==> src/rtl/key_cmd_if.sv <==
// Key-to-display command bus: debounced key input in, BCD value, cursor and
// blink mask out.
interface key_cmd_if;
  logic [3:0]  keyvalue;
  logic        keyflag;
  logic [23:0] bcd_data;
  logic [2:0]  cursor;
  logic [5:0]  dig_en;
  logic        upd;

  modport master (output keyvalue, keyflag, input  bcd_data, cursor, dig_en, upd);
  modport slave  (input  keyvalue, keyflag, output bcd_data, cursor, dig_en, upd);
endinterface

==> src/rtl/key_cmd_ctrl.sv <==
// Key command sequencer: turns debounced key presses into digit edits with
// cursor, hold-to-repeat for INC/DEC and a blinking cursor digit.

// Per-digit edit lane. inc/dec only affect the lane the cursor selects.
module key_cmd_digit (
  input  logic [3:0] d,
  input  logic       sel,
  input  logic       inc,
  input  logic       dec,
  input  logic       clr,
  output logic [3:0] q
);
  always_comb begin
    q = d;
    if (clr)
      q = 4'd0;
    else if (sel && inc)
      q = (d >= 4'd9) ? 4'd0 : d + 4'd1;
    else if (sel && dec)
      // Non-BCD contents behave as 9, so DEC lands on 8.
      q = (d == 4'd0) ? 4'd9 : ((d > 4'd9) ? 4'd8 : d - 4'd1);
  end
endmodule

module key_cmd_ctrl #(
  parameter int unsigned HOLD_CYC   = 25_000_000,
  parameter int unsigned REPEAT_CYC = 5_000_000,
  parameter int unsigned BLINK_CYC  = 12_500_000
) (
  input  logic     sys_clk,
  input  logic     sys_rst_n,
  key_cmd_if.slave kc
);
  localparam int unsigned NUM_DIG = 6;
  localparam logic [24:0] HOLD_LD  = 25'(HOLD_CYC - 1);
  localparam logic [24:0] REP_LD   = 25'(REPEAT_CYC - 1);
  localparam logic [24:0] BLINK_LD = 25'(BLINK_CYC - 1);

  typedef enum logic [1:0] {IDLE, HOLD, REPEAT} state_t;

  state_t                     state_q, state_d;
  logic [24:0]                hold_cnt, rep_cnt, blink_cnt;
  logic                       blink_on, rpt_dec;
  logic [NUM_DIG-1:0][3:0]    digit_q, digit_d;
  logic [2:0]                 cursor_q, cursor_d;
  logic                       upd_q;
  logic [NUM_DIG-1:0]         dig_en;

  logic k_sel, k_inc, k_dec, k_clr, ev;
  logic hold_exp, rep_exp, do_inc, do_dec, act;

  // Any flagged pattern that is not a single-key press acts as a release.
  always_comb begin
    ev       = kc.keyflag;
    k_sel    = ev && (kc.keyvalue == 4'b1110);
    k_inc    = ev && (kc.keyvalue == 4'b1101);
    k_dec    = ev && (kc.keyvalue == 4'b1011);
    k_clr    = ev && (kc.keyvalue == 4'b0111);
    hold_exp = !ev && (state_q == HOLD)   && (hold_cnt == 25'd0);
    rep_exp  = !ev && (state_q == REPEAT) && (rep_cnt  == 25'd0);
    do_inc   = k_inc || ((hold_exp || rep_exp) && !rpt_dec);
    do_dec   = k_dec || ((hold_exp || rep_exp) &&  rpt_dec);
    act      = k_sel || k_clr || do_inc || do_dec;
  end

  always_comb begin
    state_d = state_q;
    if (ev)
      state_d = (k_inc || k_dec) ? HOLD : IDLE;
    else if (hold_exp)
      state_d = REPEAT;
  end

  always_comb begin
    cursor_d = cursor_q;
    if (k_clr)
      cursor_d = 3'd0;
    else if (k_sel)
      cursor_d = (cursor_q == 3'd5) ? 3'd0 : cursor_q + 3'd1;
  end

  genvar i;
  generate
    for (i = 0; i < NUM_DIG; i++) begin : g_dig
      key_cmd_digit u_dig (
        .d   (digit_q[i]),
        .sel (cursor_q == 3'(i)),
        .inc (do_inc),
        .dec (do_dec),
        .clr (k_clr),
        .q   (digit_d[i])
      );
      assign dig_en[i] = !((cursor_q == 3'(i)) && !blink_on && (state_q == IDLE));
    end
  endgenerate

  always_ff @(posedge sys_clk or negedge sys_rst_n) begin
    if (!sys_rst_n) begin
      state_q  <= IDLE;
      hold_cnt <= '0;
      rep_cnt  <= '0;
      rpt_dec  <= 1'b0;
      digit_q  <= '0;
      cursor_q <= '0;
      upd_q    <= 1'b0;
    end else begin
      state_q  <= state_d;
      digit_q  <= digit_d;
      cursor_q <= cursor_d;
      upd_q    <= act;
      if (ev) begin
        if (k_inc || k_dec) begin
          hold_cnt <= HOLD_LD;
          rpt_dec  <= k_dec;
        end
      end else if (state_q == HOLD) begin
        if (hold_cnt == 25'd0) rep_cnt  <= REP_LD;
        else                   hold_cnt <= hold_cnt - 25'd1;
      end else if (state_q == REPEAT) begin
        rep_cnt <= (rep_cnt == 25'd0) ? REP_LD : rep_cnt - 25'd1;
      end
    end
  end

  // Edits and held keys keep the cursor digit lit; blinking only runs in IDLE.
  always_ff @(posedge sys_clk or negedge sys_rst_n) begin
    if (!sys_rst_n) begin
      blink_cnt <= '0;
      blink_on  <= 1'b1;
    end else if (act || state_q != IDLE) begin
      blink_cnt <= '0;
      blink_on  <= 1'b1;
    end else if (blink_cnt == BLINK_LD) begin
      blink_cnt <= '0;
      blink_on  <= !blink_on;
    end else begin
      blink_cnt <= blink_cnt + 25'd1;
    end
  end

  assign kc.bcd_data = digit_q;
  assign kc.cursor   = cursor_q;
  assign kc.dig_en   = dig_en;
  assign kc.upd      = upd_q;
endmodule

==> src/flat_wrapper.sv <==
// flat-port wrapper written by rule: the top's interface ports become plain ports
module key_cmd_ctrl_flat 
#(
  parameter int unsigned HOLD_CYC   = 25_000_000,
  parameter int unsigned REPEAT_CYC = 5_000_000,
  parameter int unsigned BLINK_CYC  = 12_500_000
)
  (sys_clk, sys_rst_n, kc_keyvalue, kc_keyflag, kc_bcd_data, kc_cursor, kc_dig_en, kc_upd);
  key_cmd_if kc_i ();
  input  logic sys_clk;
  input  logic sys_rst_n;
  input wire logic [$bits(kc_i.keyvalue)-1:0] kc_keyvalue;
  input wire logic [$bits(kc_i.keyflag)-1:0] kc_keyflag;
  output wire logic [$bits(kc_i.bcd_data)-1:0] kc_bcd_data;
  output wire logic [$bits(kc_i.cursor)-1:0] kc_cursor;
  output wire logic [$bits(kc_i.dig_en)-1:0] kc_dig_en;
  output wire logic [$bits(kc_i.upd)-1:0] kc_upd;
  assign kc_i.keyvalue = kc_keyvalue;
  assign kc_i.keyflag = kc_keyflag;
  assign kc_bcd_data = kc_i.bcd_data;
  assign kc_cursor = kc_i.cursor;
  assign kc_dig_en = kc_i.dig_en;
  assign kc_upd = kc_i.upd;
  key_cmd_ctrl #(.HOLD_CYC(HOLD_CYC), .REPEAT_CYC(REPEAT_CYC), .BLINK_CYC(BLINK_CYC)) u_core (.sys_clk(sys_clk), .sys_rst_n(sys_rst_n), .kc(kc_i));
endmodule
==> config.mk <==
export PLATFORM = sky130hd
export DESIGN_NAME = key_cmd_ctrl_flat
export DESIGN_NICKNAME = d
export VERILOG_FILES = /design/src/rtl/key_cmd_if.sv /design/src/rtl/key_cmd_ctrl.sv /design/src/flat_wrapper.sv
export SDC_FILE = /design/constraint.sdc
export NUM_CORES = 1
export LEC_CHECK = 0
export BUFFER_PORTS_ARGS = -buffer_cell sky130_fd_sc_hd__buf_2
export CORE_MARGIN = 1
export CORE_UTILIZATION = 40
export CTS_BUF_LIST = sky130_fd_sc_hd__clkbuf_2
export CTS_CLUSTER_SIZE = 14
export DETAILED_ROUTE_END_ITERATION = 7
export SYNTH_ARGS = -nofsm -noshare
export SYNTH_HDL_FRONTEND = slang
export SYNTH_SLANG_ARGS = --single-unit
==> constraint.sdc <==
create_clock -name sys_clk -period 2.6 [get_ports sys_clk]
set_clock_uncertainty 0.05 [all_clocks]
set_input_delay 0.26 -clock sys_clk [delete_from_list [all_inputs] [get_ports sys_clk]]
set_output_delay 0.26 -clock sys_clk [all_outputs]
set_load 0.03 [all_outputs]
# Word-level counts from Yosys, hierarchy flattened
# Index checks and enable logic that the tools add are counted.
[op_classes] muxes=54 bitwise=1 n_reduce_logical=76 addsub=16 eq_ne=15 n_lt_le_gt_ge=12
[ops] cell="25-bit 2-to-1 mux" count=10
[ops] cell="4-bit 2-to-1 mux" count=36
[ops] cell="25-bit zero test" count=2
[ops] cell="25-bit by 1-bit subtractor with 25-bit output, second input constant" count=2
[ops] cell="1-bit logical AND" count=34
[ops] cell="25-bit by 1-bit adder with 25-bit output, second input constant" count=1
[ops] cell="25-bit by 24-bit == test with 1-bit output, second input constant" count=1
[ops] cell="4-bit by 1-bit adder with 4-bit output, second input constant" count=6
[ops] cell="4-bit >= comparator, second input constant" count=6
[ops] cell="4-bit greater-than comparator, second input constant" count=6
[ops] cell="4-bit zero test" count=6
[ops] cell="4-bit by 1-bit subtractor with 4-bit output, second input constant" count=6
[ops] cell="3-bit nonzero test" count=6
[ops] cell="4-bit == test, second input constant" count=3
[ops] cell="2-bit nonzero test" count=6
[ops] cell="1-bit zero test" count=9
[ops] cell="3-bit 2-to-1 mux" count=3
[ops] cell="1-bit logical OR" count=8
[ops] cell="3-bit by 2-bit == test with 1-bit output, second input constant" count=2
[ops] cell="3-bit == test, second input constant" count=2
[ops] cell="3-bit AND reduction" count=2
[ops] cell="4-bit by 3-bit == test with 1-bit output, second input constant" count=1
[ops] cell="2-bit 2-to-1 mux" count=2
[ops] cell="2-bit inequality test, second input constant" count=2
[ops] cell="other kinds (10)" count=12
[totals] in_bits=7 regBits=107 output_inout_bits=34

# Longest topological paths before layout
# Gate-level depths: netlist of the first run.
[depth] ltp_word=10 mapped_depth=11

# Hierarchy
# Synthesis of the first run repeated with hierarchy kept, for this count alone.
[hier_totals] cells_unflattened=817 area_unflattened_um2=7185.6
[by_module_without_submodules] mod="key_cmd_ctrl" seq_area_each_um2=2678.8 area_each_um2=5534.1 cells_per_inst=571 instances=1
[by_module_without_submodules] mod="key_cmd_digit" seq_area_each_um2=0.0 area_each_um2=275.3 cells_per_inst=41 instances=6

# Least setup slack after synthesis of the first run
# No wires, ideal clock.
[synth_timing] kind="register -> register" from="register u_core.hold_cnt[8]" to="register u_core.digit_q (netlist bit u_core.kc.bcd_data[0])" n_path_buf=1 path_stages_with_launch=9 setup_ps=128 slack_ps=359 arrival_ps=2063 t_required_ps=2422 path_cell_list="dfrtp_1 -> nor4_4 -> nand4_4 -> o32ai_4 -> a21o_4 -> buf_6 -> nand2_1 -> a311oi_1 -> a21oi_1"
[synth_via] elab_chain_len=8 elab_cells_between_ends=12
[synth_lines] item="start, declared" line_no="key_cmd_ctrl.sv:42" rtl="logic [24:0] hold_cnt, rep_cnt, blink_cnt;"
[synth_lines] item="start signal, assigned" line_no="key_cmd_ctrl.sv:118" rtl="else hold_cnt <= hold_cnt - 25'd1;"
[synth_lines] item="25-bit zero test *" line_no="key_cmd_ctrl.sv:59" rtl="hold_exp = !ev && (state_q == HOLD) && (hold_cnt == 25'd0);"
[synth_lines] item="1-bit logical AND *" line_no="key_cmd_ctrl.sv:59"
[synth_lines] item="1-bit logical OR *" line_no="key_cmd_ctrl.sv:61, key_cmd_ctrl.sv:62"
[synth_lines] item="1-bit logical AND" line_no="key_cmd_ctrl.sv:61" rtl="do_inc = k_inc || ((hold_exp || rep_exp) && !rpt_dec);"
[synth_lines] item="1-bit logical OR" line_no="key_cmd_ctrl.sv:61"
[synth_lines] item="1-bit logical AND" line_no="key_cmd_ctrl.sv:17" rtl="else if (sel && inc)"
[synth_lines] item="4-bit 2-to-1 mux" line_no="key_cmd_ctrl.sv:17"
[synth_lines] item="4-bit 2-to-1 mux" line_no="key_cmd_ctrl.sv:15" rtl="if (clr)"
[synth_lines] item="end signal, assigned" line_no="key_cmd_ctrl.sv:108" rtl="digit_q <= digit_d;"
[synth_lines] item="end, declared" line_no="key_cmd_ctrl.sv:44" rtl="logic [NUM_DIG-1:0][3:0] digit_q, digit_d;"
# Mark *: on every way between the ends. The rest lies on a longest branch, timed or not.
# A chain may end at the register's enable or synchronous reset.

# Final worst setup path of the first run
[layout_timing] from="register u_core.rep_cnt[0]" to="register u_core.blink_cnt[19]"
[layout_via] elab_chain_len=9 elab_cells_between_ends=11
[layout_lines] item="start, declared" line_no="key_cmd_ctrl.sv:42"
[layout_lines] item="start signal, assigned" line_no="key_cmd_ctrl.sv:120" rtl="rep_cnt <= (rep_cnt == 25'd0) ? REP_LD : rep_cnt - 25'd1;"
[layout_lines] item="25-bit zero test *" line_no="key_cmd_ctrl.sv:60" rtl="rep_exp = !ev && (state_q == REPEAT) && (rep_cnt == 25'd0);"
[layout_lines] item="1-bit logical AND *" line_no="key_cmd_ctrl.sv:60"
[layout_lines] item="1-bit logical OR *" line_no="key_cmd_ctrl.sv:61, key_cmd_ctrl.sv:62"
[layout_lines] item="1-bit logical AND" line_no="key_cmd_ctrl.sv:61"
[layout_lines] item="1-bit logical OR" line_no="key_cmd_ctrl.sv:61"
[layout_lines] item="1-bit logical OR" line_no="key_cmd_ctrl.sv:63" rtl="act = k_sel || k_clr || do_inc || do_dec;"
[layout_lines] item="1-bit logical OR *" line_no="key_cmd_ctrl.sv:63"
[layout_lines] item="1-bit logical OR *" line_no="key_cmd_ctrl.sv:130" rtl="end else if (act || state_q != IDLE) begin"
[layout_lines] item="25-bit 2-to-1 mux *" line_no="key_cmd_ctrl.sv:130"
[layout_lines] item="end signal, assigned" line_no="key_cmd_ctrl.sv:137" rtl="blink_cnt <= blink_cnt + 25'd1;"
[layout_lines] item="end, declared" line_no="key_cmd_ctrl.sv:42"
# Marked as above.

==> results.py, run 1 <==
metrics = {
    "cts": {
        "clockBufferDepth": 2,
        "clkTransAtPathRegs_ps": 340,
        "root_buffer": "clkbuf_2",
        "cts_tree": "yes",
        "cts_buffers": 9,
        "cts.sink_count": 107,
        "insertion_delay_ps": 680,
        "htree_levels": 3,
    },
    "synthesis": {
        "synth_flop_cell": "dfrtp_1",
        "synth_top_area_cell": "dfrtp_1",
        "syn-cell-area_um2": 6910,
        "ys_ff_latch": 107,
        "synth_cells": 817,
        "syn_avg_cell_area_um2": 8.45,
        "synth_edf_count": 0,
        "synth_nets": 851,
        "synthDistinctLibCells": 74,
        "synth_top_area_share_pct": 38.4,
        "synth_async_sr_flop_share_pct": 100,
        "synth_seq_area_share_pct": 38.8,
        "synthTopCellsByArea": "dfrtp_1, nor2_1, nand2_1, ha_1, o21ai_0",
        "ys_warn_count": 0,
    },
    "detailed_routing": {
        "viasPerCell": 5.57,
        "ant_nets": 0,
        "routed_wirelength_um": 16700,
        "routedWlPerCell_um": 15.1,
        "first_iter_violations": 406,
        "drtPass1Iterations": 5,
        "vias": 6151,
        "drc": 0,
    },
    "global_route": {
        "grt_pass1_vias": 5729,
        "grt_overflow_total": 0,
        "grt_max_degree": 89,
        "antenna_found_initial": 2,
        "grt_pass1_wl_um": 28200,
        "grt.total_usage_pct": 19.5,
    },
    "worst_setup_path": {
        "arrival_ps": 3050,
        "critPathMaxFanout": 24,
        "worstSetupEndpointType": "flip-flop",
        "worst_ep_required_time_ps": 3140,
        "critPathLaunchType": "flip-flop",
        "critPathKind": "flip-flop to flip-flop",
    },
    "timing": {
        "relSlewSlack_pct": 40.6,
        "fin_crit_ps": 2510,
        "layout_setup_ws_ps": 91.8,
        "drv_slew": 0,
        "hold-worst-slack_ps": 79.5,
        "hold_violations": 0,
        "max_freq_mhz": 399,
        "tns_ps": 0,
        "finalCritPeriodShare_pct": 96.5,
        "tightest_slew_ps": 888,
        "rsz0062_at_grt": "true",
        "setup-violations-final": 0,
    },
    "placed_design": {
        "pre_cts_slack_ps": 74.2,
        "port_buffers": 40,
        "dp_hpwl_um": 11400,
        "gp_congestion": 0.802,
    },
    "die": {
        "pin_count": 41,
        "fp.dieH_um": 133,
        "start_util_pct": 41.4,
        "row_count": 47,
        "core_um2": 16700,
        "fp.dieW_um": 133,
        "dieArea_um2": 17800,
    },
    "final_layout": {
        "fillerInstances": 1711,
        "nets": 912,
        "fin_util_pct": 46.6,
        "final_common_cell": "dfrtp_1",
        "final_cell_mix": "dfrtp_1, nor2_1, nand2_1",
        "drive_gt1_share_pct": 14.2,
        "area_growth_pct": 12.6,
    },
    "status": {
        "outcome": "complete, no violations",
    },
    "pwr": {
        "p_per_area_nw_per_um2": 667,
        "p_leak_nw": 3.24,
        "ir_drop_uv": 260,
        "power_mw": 5.19,
    },
    "job": {
        "cap_violations": 0,
    },
    "worst_hold_path": {
        "min_path_type": "input port to async pin",
    },
}
[synth_stat cells (all sizes together) (10+ instances only)]
master / number
xor2: 25
clkbuf: 20
nor3: 39
nand4: 19
o21ai: 62
and3: 10
nor4: 15
nor2: 105
ha: 27
dfrtp: 106
buf: 13
nand2: 93
a31oi: 12
nand3: 34
xnor2: 20
inv: 34
a21oi: 41
o31ai: 12
[worst paths after layout]
check | from | slack, ps | endpoint | cells past startpoint
max | u_core.rep_cnt[0] | 90 | u_core.blink_cnt[19] | 10
min | sys_rst_n | 80 | u_core.kc.bcd_data[5] | 3
max reg2reg | u_core.rep_cnt[0] | 90 | u_core.blink_cnt[19] | 10
min reg2reg | u_core.blink_cnt[0] | 460 | u_core.blink_cnt[0] | 1
max in group asynchronous | sys_rst_n | 1200 | u_core.hold_cnt[9] | 3
min in group sys_clk | kc_keyvalue[3] | 170 | u_core.kc.upd | 5
[final cells by class]
| type | instances | area (um2) | area share [%] |
|---|---|---|---|
| clock inverter | 7 | 51.3 | 0.659 |
| antenna | 2 | 5.00 | 0.0643 |
| sequential | 107 | 2680 | 34.4 |
| tap | 220 | 275 | 3.54 |
| inverter | 34 | 128 | 1.64 |
| clock buffer | 9 | 45.0 | 0.579 |
| timing repair buffer | 83 | 581 | 7.46 |
| multi-input combinational | 643 | 4020 | 51.6 |
[cell families (layout without fill, tap and decap cells)]
| kind of cell | after synthesis | after routing | share of synthesized area (%) |
|---|---|---|---|
| xor gates and xnor gates | 45 | 45 | 5.71 |
| DFF | 107 | 107 | 38.8 |
| muxes | 7 | 7 | 1.03 |
| AOI/OAI and AO/OA | 187 | 187 | 17.7 |
| adders and majority gates | 27 | 27 | 4.89 |
| and+or+nand+nor | 377 | 377 | 27.7 |
| buffers and inverters | 67 | 133 | 4.15 |
| other | 0 | 2 | 0 |
[critical path, stage by stage, from the launching register on]
cell and delay (ps):
dfrtp_1 480, inv_1 80, ha_1 190, nor4b_2 170
nand4_1 200, o32ai_4 150, nor2_2 340, nand4_1 200
or2_1 300, buf_12 170, nor2_1 130
[per-layer routing]
layer  vias up  track usage, %  share of wire [%]  wire, um
met1      2942            27.0                 49      8190
met5         -               0                  0         0
met4         0            8.08                2.0       340
met2       140            30.5                 45      7510
met3        22            2.82                3.7       624
li1       3047               -                  -         -
[flip-flops by register name, indices dropped and copies added (netlist names)]
signal	flops
u_core.blink_on	1
u_core.state_q	2
u_core.kc.bcd_data	24
u_core.hold_cnt	25
u_core.kc.upd	1
u_core.rpt_dec	1
u_core.kc.cursor	3
u_core.blink_cnt	25
u_core.rep_cnt	25
[power breakdown]
part	switching [mW]	internal (mW)
sequential	0.457	1.92
combinational	1.27	0.800
clock	0.610	0.132
[metrics by stage]
step | instance area [um2] | std cells
after detailed placement | 7530 | 1079
final | 7780 | 1105
after global routing | 7780 | 1104
after floorplan | 6910 | 817
after CTS | 7710 | 1102
after global placement | 7530 | 1079
[timing repair]
item	in CTS	in global routing
hold buffers	7	0
pin swaps	0	1
setup buffers	0	1
endpoints found under the setup margin	5	44
hold endpoints to repair	109	0
cloned	0	0
resized for setup	2	11
(Power assumes the default switching activity.)
==> run 2: changes to the inputs <==
GPL_ROUTABILITY_DRIVEN = 0   (was not set)
SETUP_SLACK_MARGIN = 0.5   (was not set)
==> results.py, run 2 (same netlist as run 1, synthesis figures left out) <==
metrics = {
    "worst_setup_path": {
        "critPathKind": "flip-flop to flip-flop",
        "rrSetupSlack_ps": 200,
        "reg2reg_depth": 8,
        "worst_ep_required_time_ps": 3120,
        "critPathMaxFanout": 8,
        "max_stage_delay_ps": 490,
        "cp_slowest_cell": "dfrtp_1",
        "critPathLaunchType": "flip-flop",
        "worstSetupEndpointType": "flip-flop",
        "r2r_start": "u_core.hold_cnt[18]",
        "arrival_ps": 2920,
        "crit_chain": "nor4_4 -> nand2b_1 -> o32ai_4 -> buf_6 -> a21oi_4 -> buf_8 -> o31ai_4 -> a221oi_2",
        "reg2reg_to": "u_core.kc.bcd_data[20]",
    },
    "final_layout": {
        "reg_top3": "u_core.blink_cnt: 25 flops, u_core.hold_cnt: 25 flops, u_core.rep_cnt: 25 flops",
        "final_common_cell": "dfrtp_1",
        "final_cell_mix": "dfrtp_1, buf_4, nand2_1",
        "nets": 991,
        "area_growth_pct": 40.1,
        "postLayoutCellArea_um2": 9680,
        "drive_gt1_share_pct": 37.1,
    },
    "pwr": {
        "p_per_area_nw_per_um2": 642,
        "net-switching-power_mw": 2.83,
        "switching_share_pct": 45.6,
        "ir_drop_uv": 392,
        "comb_power_share_pct": 46.4,
        "seqPwrFrac_pct": 39.1,
        "p_leak_nw": 3.93,
        "power_frac_clock_pct": 14.5,
        "intPower_mw": 3.37,
    },
    "global_route": {
        "grt_overflow_total": 0,
        "grt.total_usage_pct": 21.5,
        "grt_max_degree": 44,
        "grt_pass1_vias": 6045,
        "antenna_found_initial": 1,
        "grt_pass1_wl_um": 30700,
    },
    "cts": {
        "root_buffer": "clkbuf_2",
        "insertion_delay_ps": 680,
        "cts_tree": "yes",
        "clockBufferDepth": 2,
        "clkTransAtPathRegs_ps": 330,
        "cts.sink_count": 107,
        "cts_buffers": 9,
        "htree_levels": 3,
    },
    "detailed_routing": {
        "routed_wirelength_um": 20700,
        "first_iter_violations": 566,
        "viasPerCell": 5.69,
        "vias": 6736,
        "drtPass1Iterations": 7,
        "ant_nets": 0,
        "routedWlPerCell_um": 17.5,
        "drc": 0,
    },
    "placed_design": {
        "port_buffers": 40,
        "dp_hpwl_um": 11800,
        "dpl-instance-area_um2": 7590,
        "pre_cts_slack_ps": 85.8,
    },
    "timing": {
        "relSlewSlack_pct": 41.8,
        "finalCritPeriodShare_pct": 92.3,
        "setup-violations-final": 0,
        "tns_ps": 0,
        "rsz0062_at_grt": "true",
        "layout_setup_ws_ps": 200,
        "fin_crit_ps": 2400,
        "max_freq_mhz": 417,
        "tightest_slew_ps": 872,
        "hold_violations": 0,
        "drv_slew": 0,
    },
    "die": {
        "fp.dieH_um": 133,
        "start_util_pct": 41.4,
        "core_um2": 16700,
        "pin_count": 41,
        "row_count": 47,
        "fp.dieW_um": 133,
        "dieArea_um2": 17800,
    },
    "status": {
        "outcome": "complete, no violations",
    },
    "job": {
        "cap_violations": 0,
    },
    "worst_hold_path": {
        "min_path_type": "input port to async pin",
    },
}
## run 2: changes by cell type in the layout (fill, tap and decap cells not counted), sizes merged
| cell | before | now |
|---|---|---|
| buf | 76 | 150 |
| clkbuf | 9 | 15 |
| clkinv | 3 | 0 |
| inv | 36 | 39 |
| a21o | 1 | 3 |
| clkinvlp | 2 | 0 |
| dlygate4sd3 | 7 | 5 |
| bufinv | 0 | 1 |
| diode | 2 | 1 |
## run 2: worst max-delay path by stage
stage / from / endpoint / cells past startpoint
2_1_floorplan: u_core.hold_cnt[22] / u_core.kc.bcd_data[0] / 8
4_1_cts: u_core.hold_cnt[9] / u_core.hold_cnt[21] / 6
5_1_grt: u_core.hold_cnt[18] / u_core.kc.bcd_data[11] / 10
6_report: u_core.hold_cnt[18] / u_core.kc.bcd_data[20] / 8
3_3_place_gp: u_core.hold_cnt[21] / u_core.kc.bcd_data[14] / 8
3_5_place_dp: u_core.state_q[0] / u_core.kc.bcd_data[6] / 9
## run 2: power by group through the flow
stage          sequential, mW  combinational (mW)  clock, mW
2_1_floorplan            2.46                1.39          0
3_3_place_gp             2.41                2.02          0
3_5_place_dp             2.41                2.03          0
4_1_cts                  2.38                2.31      0.927
5_1_grt                  2.48                3.11       1.01
6_report                 2.43                2.88      0.901
## run 2: worst max-delay path, delay by kind of cell, from the launching register on
| kind | cells | cell delay [ps] |
|---|---|---|
| and+or+nand+nor | 2 | 600 |
| AOI/OAI and AO/OA | 4 | 800 |
| buffers and inverters | 2 | 380 |
| DFF | 1 | 490 |
## run 2: repair_timing
action / 4_1_cts / 5_1_grt
pin swaps: 44 / 99
endpoints found under the hold margin: 107 / 0
buffers inserted: 35 / 45
cloned: 2 / 5
setup endpoints to repair: 102 / 106
resized for setup: 97 / 203
hold buffers: 5 / 0
## run 2: metal layers
metal	part of all wire, %	up-vias	GRT usage (%)	wire length, um
met5	0	-	0	0
met4	1.7	0	6.88	351
met3	3.8	30	3.54	785
met2	49	160	34.0	10100
met1	46	3325	29.8	9510
li1	-	3221	-	-
## run 2: layout make-up
cell class                      count  area (um2)
Sequential cell                   107        2690
Inverter                           34         128
Tap cell                          220         275
Clock buffer                       10        50.0
Clock inverter                      6        78.8
Timing Repair Buffer              160        1430
Antenna cell                        1        2.50
Fill cell                        1444        7030
Multi-Input combinational cell    645        5020
## run 2: metrics by stage
stage          instances  util, %  hold WS [ps]  total power, mW
6_report            1183     57.9          13.4             6.21
4_1_cts             1132     50.3          4.16             5.62
3_5_place_dp        1074     45.5           259             4.44
3_3_place_gp        1074     45.5           250             4.43
5_1_grt             1183     57.9         -34.8             6.59
2_1_floorplan        817        -         -85.6             3.86
==> run 3: changes to the inputs <==
ABC_CLOCK_PERIOD_IN_PS = 2600   (was not set)
PLACE_DENSITY = 0.64   (was not set)
==> results.py, run 3 (same netlist as run 1, synthesis figures left out) <==
metrics = {
    "global_route": {
        "antenna_found_initial": 1,
        "grt_pass1_wl_um": 30600,
        "grt_overflow_total": 0,
        "grt.total_usage_pct": 21.4,
        "grt_max_degree": 41,
        "grt_pass1_vias": 6116,
    },
    "detailed_routing": {
        "ant_nets": 0,
        "viasPerCell": 5.65,
        "vias": 6609,
        "routed_wirelength_um": 19300,
        "drtPass1Iterations": 5,
        "routedWlPerCell_um": 16.5,
        "drc": 0,
        "first_iter_violations": 443,
    },
    "worst_setup_path": {
        "critPathBufInv": 3,
        "arrival_ps": 2990,
        "critPathKind": "flip-flop to flip-flop",
        "crit_chain": "buf_4 -> buf_4 -> ha_4 -> nor2b_4 -> nand3_2 -> o32ai_4 -> a21o_4 -> buf_4 -> a211o_1 -> a211oi_1 -> a31o_1",
        "path_delay_family": "compound AO/OA/AOI/OAI gates",
        "worst_ep_required_time_ps": 3200,
        "worstSetupEndpointType": "flip-flop",
        "reg2reg_depth": 11,
        "critPathMostFrequentCell": "buf_4",
        "critPathLaunchType": "flip-flop",
        "rrSetupSlack_ps": 220,
        "reg2reg_to": "u_core.kc.bcd_data[13]",
        "max_stage_delay_ps": 460,
        "r2r_start": "u_core.state_q[0]",
        "critPathMaxFanout": 12,
        "cp_slowest_cell": "dfrtp_1",
    },
    "final_layout": {
        "multi_input_area_um2": 4680,
        "final_cell_mix": "dfrtp_1, nor2_1, nand2_1",
        "area_growth_pct": 32.2,
        "nets": 977,
        "drive_gt1_share_pct": 31.0,
        "final_common_cell": "dfrtp_1",
        "fillerInstances": 1481,
        "seq_area_um2": 2690,
        "reg_top3": "u_core.blink_cnt: 25 flops, u_core.hold_cnt: 25 flops, u_core.rep_cnt: 25 flops",
    },
    "pwr": {
        "p_leak_nw": 3.77,
        "power_mw": 5.87,
        "p_per_area_nw_per_um2": 643,
        "ir_drop_uv": 403,
    },
    "timing": {
        "setup-violations-final": 0,
        "drv_slew": 0,
        "finalCritPeriodShare_pct": 91.7,
        "relSlewSlack_pct": 37.9,
        "hold_violations": 0,
        "tns_ps": 0,
        "tightest_slew_ps": 929,
        "fin_crit_ps": 2380,
        "rsz0062_at_grt": "true",
        "max_freq_mhz": 420,
    },
    "cts": {
        "cts_buffers": 9,
        "cts_tree": "yes",
        "clkTransAtPathRegs_ps": 330,
        "htree_levels": 3,
        "insertion_delay_ps": 670,
        "clockBufferDepth": 2,
        "root_buffer": "clkbuf_2",
        "cts.sink_count": 107,
    },
    "die": {
        "row_count": 47,
        "fp.dieH_um": 133,
        "start_util_pct": 41.4,
        "core_um2": 16700,
        "pin_count": 41,
        "fp.dieW_um": 133,
        "dieArea_um2": 17800,
    },
    "job": {
        "cap_violations": 0,
    },
    "placed_design": {
        "port_buffers": 40,
        "dp_hpwl_um": 11700,
    },
    "worst_hold_path": {
        "min_path_type": "input port to async pin",
    },
    "status": {
        "outcome": "complete, no violations",
    },
}
-- run 3: power breakdown --
part | total, mW | internal [mW] | leakage [nW] | switching (mW)
clock | 0.877 | 0.242 | 0.0781 | 0.636
sequential | 2.40 | 1.93 | 1.33 | 0.475
combinational | 2.59 | 1.07 | 2.36 | 1.52
total | 5.87 | 3.24 | 3.77 | 2.63
-- run 3: final cells by class --
type / count / area share (%)
Antenna cell: 1 / 0.0274
Clock buffer: 9 / 0.493
Clock inverter: 7 / 0.863
Inverter: 34 / 1.40
Multi-Input combinational cell: 645 / 51.2
Sequential cell: 107 / 29.5
Tap cell: 220 / 3.01
Timing Repair Buffer: 146 / 13.5
-- run 3: tightest hold or removal path: cells and delay by family --
kind	cells	cell delay, ps
buffers and inverters	3	970
-- run 3: worst max-delay path by stage --
stage / endpoint / cells after the start / from
after floorplan: u_core.kc.bcd_data[0] / 8 / u_core.hold_cnt[22]
after global placement: u_core.kc.bcd_data[6] / 9 / u_core.state_q[0]
after detailed placement: u_core.kc.bcd_data[10] / 7 / u_core.rep_cnt[8]
after CTS: u_core.kc.bcd_data[16] / 8 / u_core.hold_cnt[22]
after global routing: u_core.kc.bcd_data[21] / 9 / u_core.rep_cnt[8]
final: u_core.kc.bcd_data[13] / 11 / u_core.state_q[0]
-- run 3: timing repair --
| item | 4_1_cts | 5_1_grt |
|---|---|---|
| cloned | 4 | 1 |
| setup endpoints to repair | 100 | 106 |
| hold buffers | 7 | 0 |
| pin swaps | 25 | 33 |
| buffers inserted | 42 | 25 |
| endpoints found under the hold margin | 110 | 0 |
| gates resized for setup | 99 | 101 |
-- run 3: per-stage QoR --
| stage | utilization (%) | cells | instance area [um2] | setup WS (ps) | hold slack [ps] |
|---|---|---|---|---|---|
| floorplan | - | 817 | 7010 | 466 | -85.6 |
| global placement | 45.4 | 1073 | 7580 | 117 | 138 |
| detailed placement | 45.4 | 1073 | 7580 | 103 | 138 |
| CTS | 50.9 | 1142 | 8510 | 311 | 4.91 |
| global route | 54.7 | 1169 | 9130 | 128 | 32.8 |
| finish | 54.7 | 1169 | 9130 | 217 | 49.2 |
-- run 3: layer usage --
metal / global-route usage (%) / share of wire, % / up-vias
met4: 7.32 / 1.8 / 0
met5: 0 / 0 / -
met1: 28.0 / 45 / 3222
met2: 36.0 / 50 / 163
met3: 3.42 / 3.8 / 31
li1: - / - / 3193
